===== src/rtl/key_pkg.sv =====
// rtl/key_pkg.sv - shared state encoding, default tick counts and counter sizing for the key classifier
package key_pkg;

  typedef enum logic [1:0] {
    IDLE    = 2'd0,
    PRESSED = 2'd1,
    HELD    = 2'd2
  } key_state_t;

  localparam int DEF_DEBOUNCE_TICKS = 200;
  localparam int DEF_LONG_TICKS     = 10000;
  localparam int DEF_REPEAT_TICKS   = 2000;

  // Width of a counter that must hold 0..ticks-1; never narrower than one bit.
  function automatic int cnt_width(input int ticks);
    return (ticks > 1) ? $clog2(ticks) : 1;
  endfunction

endpackage


===== src/rtl/key_debounce_filter.sv =====
// rtl/key_debounce_filter.sv - two-flop synchronizer plus consecutive-sample debounce filter
module key_debounce_filter
  import key_pkg::*;
#(
  parameter int DEBOUNCE_TICKS = DEF_DEBOUNCE_TICKS
) (
  input  logic clk,
  input  logic rst_n,
  input  logic raw,
  output logic level
);

  localparam int DW = cnt_width(DEBOUNCE_TICKS);
  localparam logic [DW-1:0] DEB_MAX = DW'(DEBOUNCE_TICKS - 1);

  logic          sync_a;
  logic          sync_b;
  logic [DW-1:0] cnt;

  // The level flips on the DEBOUNCE_TICKS-th consecutive sample that disagrees with it.
  always_ff @(posedge clk or negedge rst_n) begin
    if (!rst_n) begin
      sync_a <= 1'b0;
      sync_b <= 1'b0;
      cnt    <= '0;
      level  <= 1'b0;
    end else begin
      sync_a <= raw;
      sync_b <= sync_a;
      if (sync_b == level) begin
        cnt <= '0;
      end else if (cnt >= DEB_MAX) begin
        level <= sync_b;
        cnt   <= '0;
      end else begin
        cnt <= cnt + 1'b1;
      end
    end
  end

endmodule


===== src/rtl/key_press_classifier.sv =====
// rtl/key_press_classifier.sv - classifies debounced presses into short, long and auto-repeat pulses
// Define KEY_AUTOREPEAT_EN to build the repeat counter; otherwise repeat_pulse is tied low.
module key_press_classifier
  import key_pkg::*;
#(
  parameter int DEBOUNCE_TICKS = DEF_DEBOUNCE_TICKS,
  parameter int LONG_TICKS     = DEF_LONG_TICKS,
  parameter int REPEAT_TICKS   = DEF_REPEAT_TICKS
) (
  input  logic clk,
  input  logic rst_n,
  input  logic key_in,
  output logic short_pulse,
  output logic long_pulse,
  output logic repeat_pulse,
  output logic key_held
);

  localparam int LW = cnt_width(LONG_TICKS);
  localparam logic [LW-1:0] LONG_MAX = LW'(LONG_TICKS - 1);

  key_state_t    state;
  key_state_t    state_next;
  logic [LW-1:0] press_cnt;
  logic [LW-1:0] press_cnt_next;
  logic          level;
  logic          level_q;
  logic          rise;
  logic          fall;
  logic          short_next;
  logic          long_next;

  key_debounce_filter #(
    .DEBOUNCE_TICKS(DEBOUNCE_TICKS)
  ) u_filter (
    .clk  (clk),
    .rst_n(rst_n),
    .raw  (key_in),
    .level(level)
  );

  assign rise     = level & ~level_q;
  assign fall     = ~level & level_q;
  assign key_held = level_q;

  always_ff @(posedge clk or negedge rst_n) begin
    if (!rst_n) begin
      state       <= IDLE;
      press_cnt   <= '0;
      level_q     <= 1'b0;
      short_pulse <= 1'b0;
      long_pulse  <= 1'b0;
    end else begin
      state       <= state_next;
      press_cnt   <= press_cnt_next;
      level_q     <= level;
      short_pulse <= short_next;
      long_pulse  <= long_next;
    end
  end

  // The long threshold is tested before release so a coincident release yields long only.
  always_comb begin
    state_next     = state;
    press_cnt_next = '0;
    short_next     = 1'b0;
    long_next      = 1'b0;
    case (state)
      IDLE: begin
        if (rise) state_next = PRESSED;
      end
      PRESSED: begin
        press_cnt_next = (press_cnt == LONG_MAX) ? press_cnt : press_cnt + 1'b1;
        if (press_cnt == LONG_MAX) begin
          long_next  = 1'b1;
          state_next = fall ? IDLE : HELD;
        end else if (fall) begin
          short_next = 1'b1;
          state_next = IDLE;
        end
      end
      HELD: begin
        if (fall) state_next = IDLE;
      end
      default: state_next = IDLE;
    endcase
  end

`ifdef KEY_AUTOREPEAT_EN
  localparam int RW = cnt_width(REPEAT_TICKS);
  localparam logic [RW-1:0] REP_MAX = RW'(REPEAT_TICKS - 1);

  logic [RW-1:0] rep_cnt;

  // Starts from 0 in the cycle long_pulse is high, so the first repeat lands REPEAT_TICKS later.
  always_ff @(posedge clk or negedge rst_n) begin
    if (!rst_n) begin
      rep_cnt      <= '0;
      repeat_pulse <= 1'b0;
    end else begin
      repeat_pulse <= 1'b0;
      if (state == HELD && !fall) begin
        if (rep_cnt >= REP_MAX) begin
          rep_cnt      <= '0;
          repeat_pulse <= 1'b1;
        end else begin
          rep_cnt <= rep_cnt + 1'b1;
        end
      end else begin
        rep_cnt <= '0;
      end
    end
  end
`else
  assign repeat_pulse = 1'b0;
`endif

endmodule


===== config.mk =====
export PLATFORM = sky130hd
export DESIGN_NAME = key_press_classifier
export DESIGN_NICKNAME = d
export VERILOG_FILES = /design/src/rtl/key_pkg.sv /design/src/rtl/key_debounce_filter.sv /design/src/rtl/key_press_classifier.sv
export SDC_FILE = /design/constraint.sdc
export NUM_CORES = 1
export LEC_CHECK = 0
export BUFFER_PORTS_ARGS = -buffer_cell sky130_fd_sc_hd__buf_2
export CORE_MARGIN = 8
export CORE_UTILIZATION = 59
export CTS_BUF_LIST = sky130_fd_sc_hd__clkbuf_16
export DETAILED_ROUTE_END_ITERATION = 7
export PLACE_DENSITY = 0.77
export REMOVE_ABC_BUFFERS = 1
export SYNTH_ARGS = -nofsm -noshare
export SYNTH_HDL_FRONTEND = slang
export SYNTH_HIERARCHICAL = 1
export SYNTH_SLANG_ARGS = --single-unit

===== constraint.sdc =====
create_clock -name clk -period 1.8 [get_ports clk]
set_input_delay 0.27 -clock clk [delete_from_list [all_inputs] [get_ports clk]]
set_output_delay 0.27 -clock clk [all_outputs]
set_load 0.01 [all_outputs]

==> impl_metrics.toml <==
[logic_synthesis]
syn_area_sq_um = 1390
ys_seq_area_frac = 0.540
yosys_warnings = 6
synth.ff_latch_count = 30
synth_top_family_by_area = "simple AND/OR/NAND/NOR gates"
synth-simple-area-share = 0.238
synth_mux_area_frac = 0.00809
synthXorXnorAreaFrac = 0.0818
synth_cell_type_count = 35
synthAdderAreaFrac = 0.0180
avgSynthCellArea_sq_um = 10.6
synth_compound_area_frac = 0.0926
netlist_instances = 131

[placed_design]
place.port_buffers = 5
place_hpwl_mm = 1.67
place_area_sq_um = 1440
place_ws_ns = 0.175
gp_congestion = 0.820

[cells_and_area]
syn2layout_area_growth_pct = 13.7
nNetsFinal = 146
stdcell_area_sq_um = 1580
diodes = 0
drive_gt1_frac = 0.148
fillCellCount = 163

[clock_tree]
cts_root_buf = "clkbuf_16"
cts_tree = "done"
h-tree-depth = 2
cts_resized = 0
insertion_delay_ns = 0.27
post-cts-setup-buffers = 0
hold_buffers = 0
clockBufferDepth = 2
cts_buffers = 5
clkSlewWorstSetupHoldPaths_ns = 0.05
cts_sinks = 30

[setup_path]
path_depth = 5
cp-end-kind = "register"
crit_fanout = 5
worst_ep_arrival_time_ns = 1.83
crit_buf_inv = 0
max_stage_delay_ns = 0.41
crit_path_start_kind = "register"
worstRegToRegCells = 5
cp.required_ns = 1.99
crit_chain = "ha_1, and4b_4, and4_4, or3_1, a21oi_1"
crit_type = "reg2reg"
path_delay_family = "simple AND/OR/NAND/NOR gates"
cpMaxStageDelayCell = "dfrtp_1"

[timing]
tightestPinTransition_ns = 0.639
fmax_mhz = 611
fin_ws_ns = 0.163
rsz0062_at_grt = "no"
fin_skew_ns = 0.00507
final_max_slew_viol_count = 0
max_slew_margin = 0.574
setup_viol = 0
finalCritPeriodShare = 0.909
finalCriticalPeriod_ns = 1.64
hold_viol_final = 0
setup-tns-final_ns = 0

[grt]
grt_max_degree = 31
grt_pass1_wl_mm = 4.65
grt_pass1_vias = 1013
grt_use_total = 0.140
overflow = 0
antenna_found_initial = 0

[min_path]
min-delay-path-class = "in2async"

[floorplan]
pin_count = 7
rows = 17
coreArea_sq_um = 2210
dieArea_sq_um = 4170
die_w_um = 64.6
initial_core_util = 0.629
die_h_um = 64.6

[routing]
drt-wirelength-per-cell_um = 14.5
drt-total-wl_mm = 2.47
drtIter0Drc = 39
vias = 970
dr.pass1.iters = 4
drcViolationCount = 0
ant_nets = 0
viasPerCell = 5.71

[power_and_ir_drop]
ir_worst_vdd_v = 0.000763
total_power_uw = 1480
powerDensity_nw_per_um2 = 935
p_leak_uw = 0.000676

[outcome]
status = "completed"

[run]
drv_cap = 0
## synthesized netlist by cell type
library cell  count  area share
a2111oi_4         1       0.020
a211oi_1          1      0.0054
a21oi_1           7       0.025
a31oi_1           2      0.0090
and2_1            1      0.0045
and3_1            2      0.0090
and4_2            1      0.0072
and4_4            2       0.016
and4b_4           1      0.0099
buf_4             1      0.0054
clkbuf_1          2      0.0054
conb_1            1      0.0027
dfrtp_1          30        0.54
ha_1              2       0.018
inv_1             3      0.0081
mux2_2            1      0.0081
nand2_1          11       0.030
nand2b_1          3       0.013
nand3_1           5       0.018
nand3_2           1      0.0072
nand4_1           6       0.027
nor2_1           15       0.040
nor2b_1           2      0.0090
nor3_1            1      0.0036
nor3b_1           1      0.0054
nor4_1            1      0.0045
nor4_2            1      0.0090
o21ai_0           6       0.022
o21bai_1          1      0.0054
o221ai_1          1      0.0063
or3_1             3       0.013
or3_2             1      0.0054
or4_1             1      0.0054
xnor2_1           3       0.019
xor2_1           10       0.063
## state kept, by name, indices dropped and copies added (netlist names)
signal / count
state: 2
u_filter/sync_b: 1
key_held: 1
u_filter/cnt: 8
long_pulse: 1
u_filter/level: 1
u_filter/sync_a: 1
short_pulse: 1
press_cnt: 14
## worst register-to-register path: stages (launching register included)
cell and delay [ns]:
dfrtp_1 0.41, ha_1 0.26, and4b_4 0.21, and4_4 0.20, or3_1 0.34, a21oi_1 0.14
## path summary, 6_finish.rpt
check / endpoint / start / slack [ns]
min in group clk: u_filter/sync_a / key_in / 0.10
worst min register to register: u_filter/sync_b / u_filter/sync_a / 0.35
max in group asynchronous: press_cnt[1] / rst_n / 1.36
worst min-delay path: u_filter/cnt[7] / rst_n / 0.02
worst max-delay path: press_cnt[3] / press_cnt[0] / 0.16
worst max register to register: press_cnt[3] / press_cnt[0] / 0.16
## layer usage
layer / vias to the layer above / part of all wire / global-route usage
met3: 7 / 0.056 / 0.0567
met4: 0 / 0.016 / 0.0572
met5: - / 0 / 0
li1: 479 / - / -
met2: 20 / 0.46 / 0.210
met1: 464 / 0.47 / 0.176
## per-stage QoR
stage | std cells | hold slack (ns) | util
CTS | 170 | 0.0448 | 0.715
detailed placement | 162 | 0.328 | 0.653
global route | 170 | 0.0740 | 0.715
global placement | 162 | 0.319 | 0.653
finish | 170 | 0.0239 | 0.715
floorplan | 128 | -0.0256 | -
## area by class of cell
type	instances	area [sq um]	share of cell area
clock buffer	5	125	0.0791
clock inverter	3	12.5	0.00791
inverter	3	11.3	0.00712
multi-input combinational	95	614	0.388
sequential	30	751	0.475
tap	28	35.0	0.0222
timing repair buffer	6	32.5	0.0206
## cell usage in the layout (no fill, tap or decap), types with 2 or more instances in the layout
cell type | Yosys | layout
a21oi_1 | 7 | 7
a31oi_1 | 2 | 2
and3_1 | 2 | 2
and4_4 | 2 | 2
buf_2 | 0 | 5
clkbuf_16 | 0 | 5
dfrtp_1 | 30 | 30
ha_1 | 2 | 2
inv_1 | 3 | 4
nand2_1 | 11 | 11
nand2b_1 | 3 | 3
nand3_1 | 5 | 5
nand4_1 | 6 | 6
nor2_1 | 15 | 15
nor2b_1 | 2 | 2
o21ai_0 | 6 | 6
or3_1 | 3 | 3
xnor2_1 | 3 | 3
xor2_1 | 10 | 10
## cell families (layout without fill, tap and decap cells)
| kind of cell | count (synthesis) | after routing |
|---|---|---|
| and+or+nand+nor | 59 | 59 |
| DFF | 30 | 30 |
| AOI/OAI and AO/OA | 19 | 19 |
| xor gates and xnor gates | 13 | 13 |
| buffers and inverters | 6 | 17 |
| adders and majority gates | 2 | 2 |
| other | 1 | 1 |
| muxes | 1 | 1 |
## power breakdown
group / switching [uW] / internal (uW)
registers: 6.48 / 684
clock network: 261 / 496
logic: 22.2 / 8.83
total: 290 / 1190
No activity file was read; power rests on OpenSTA's default activity.
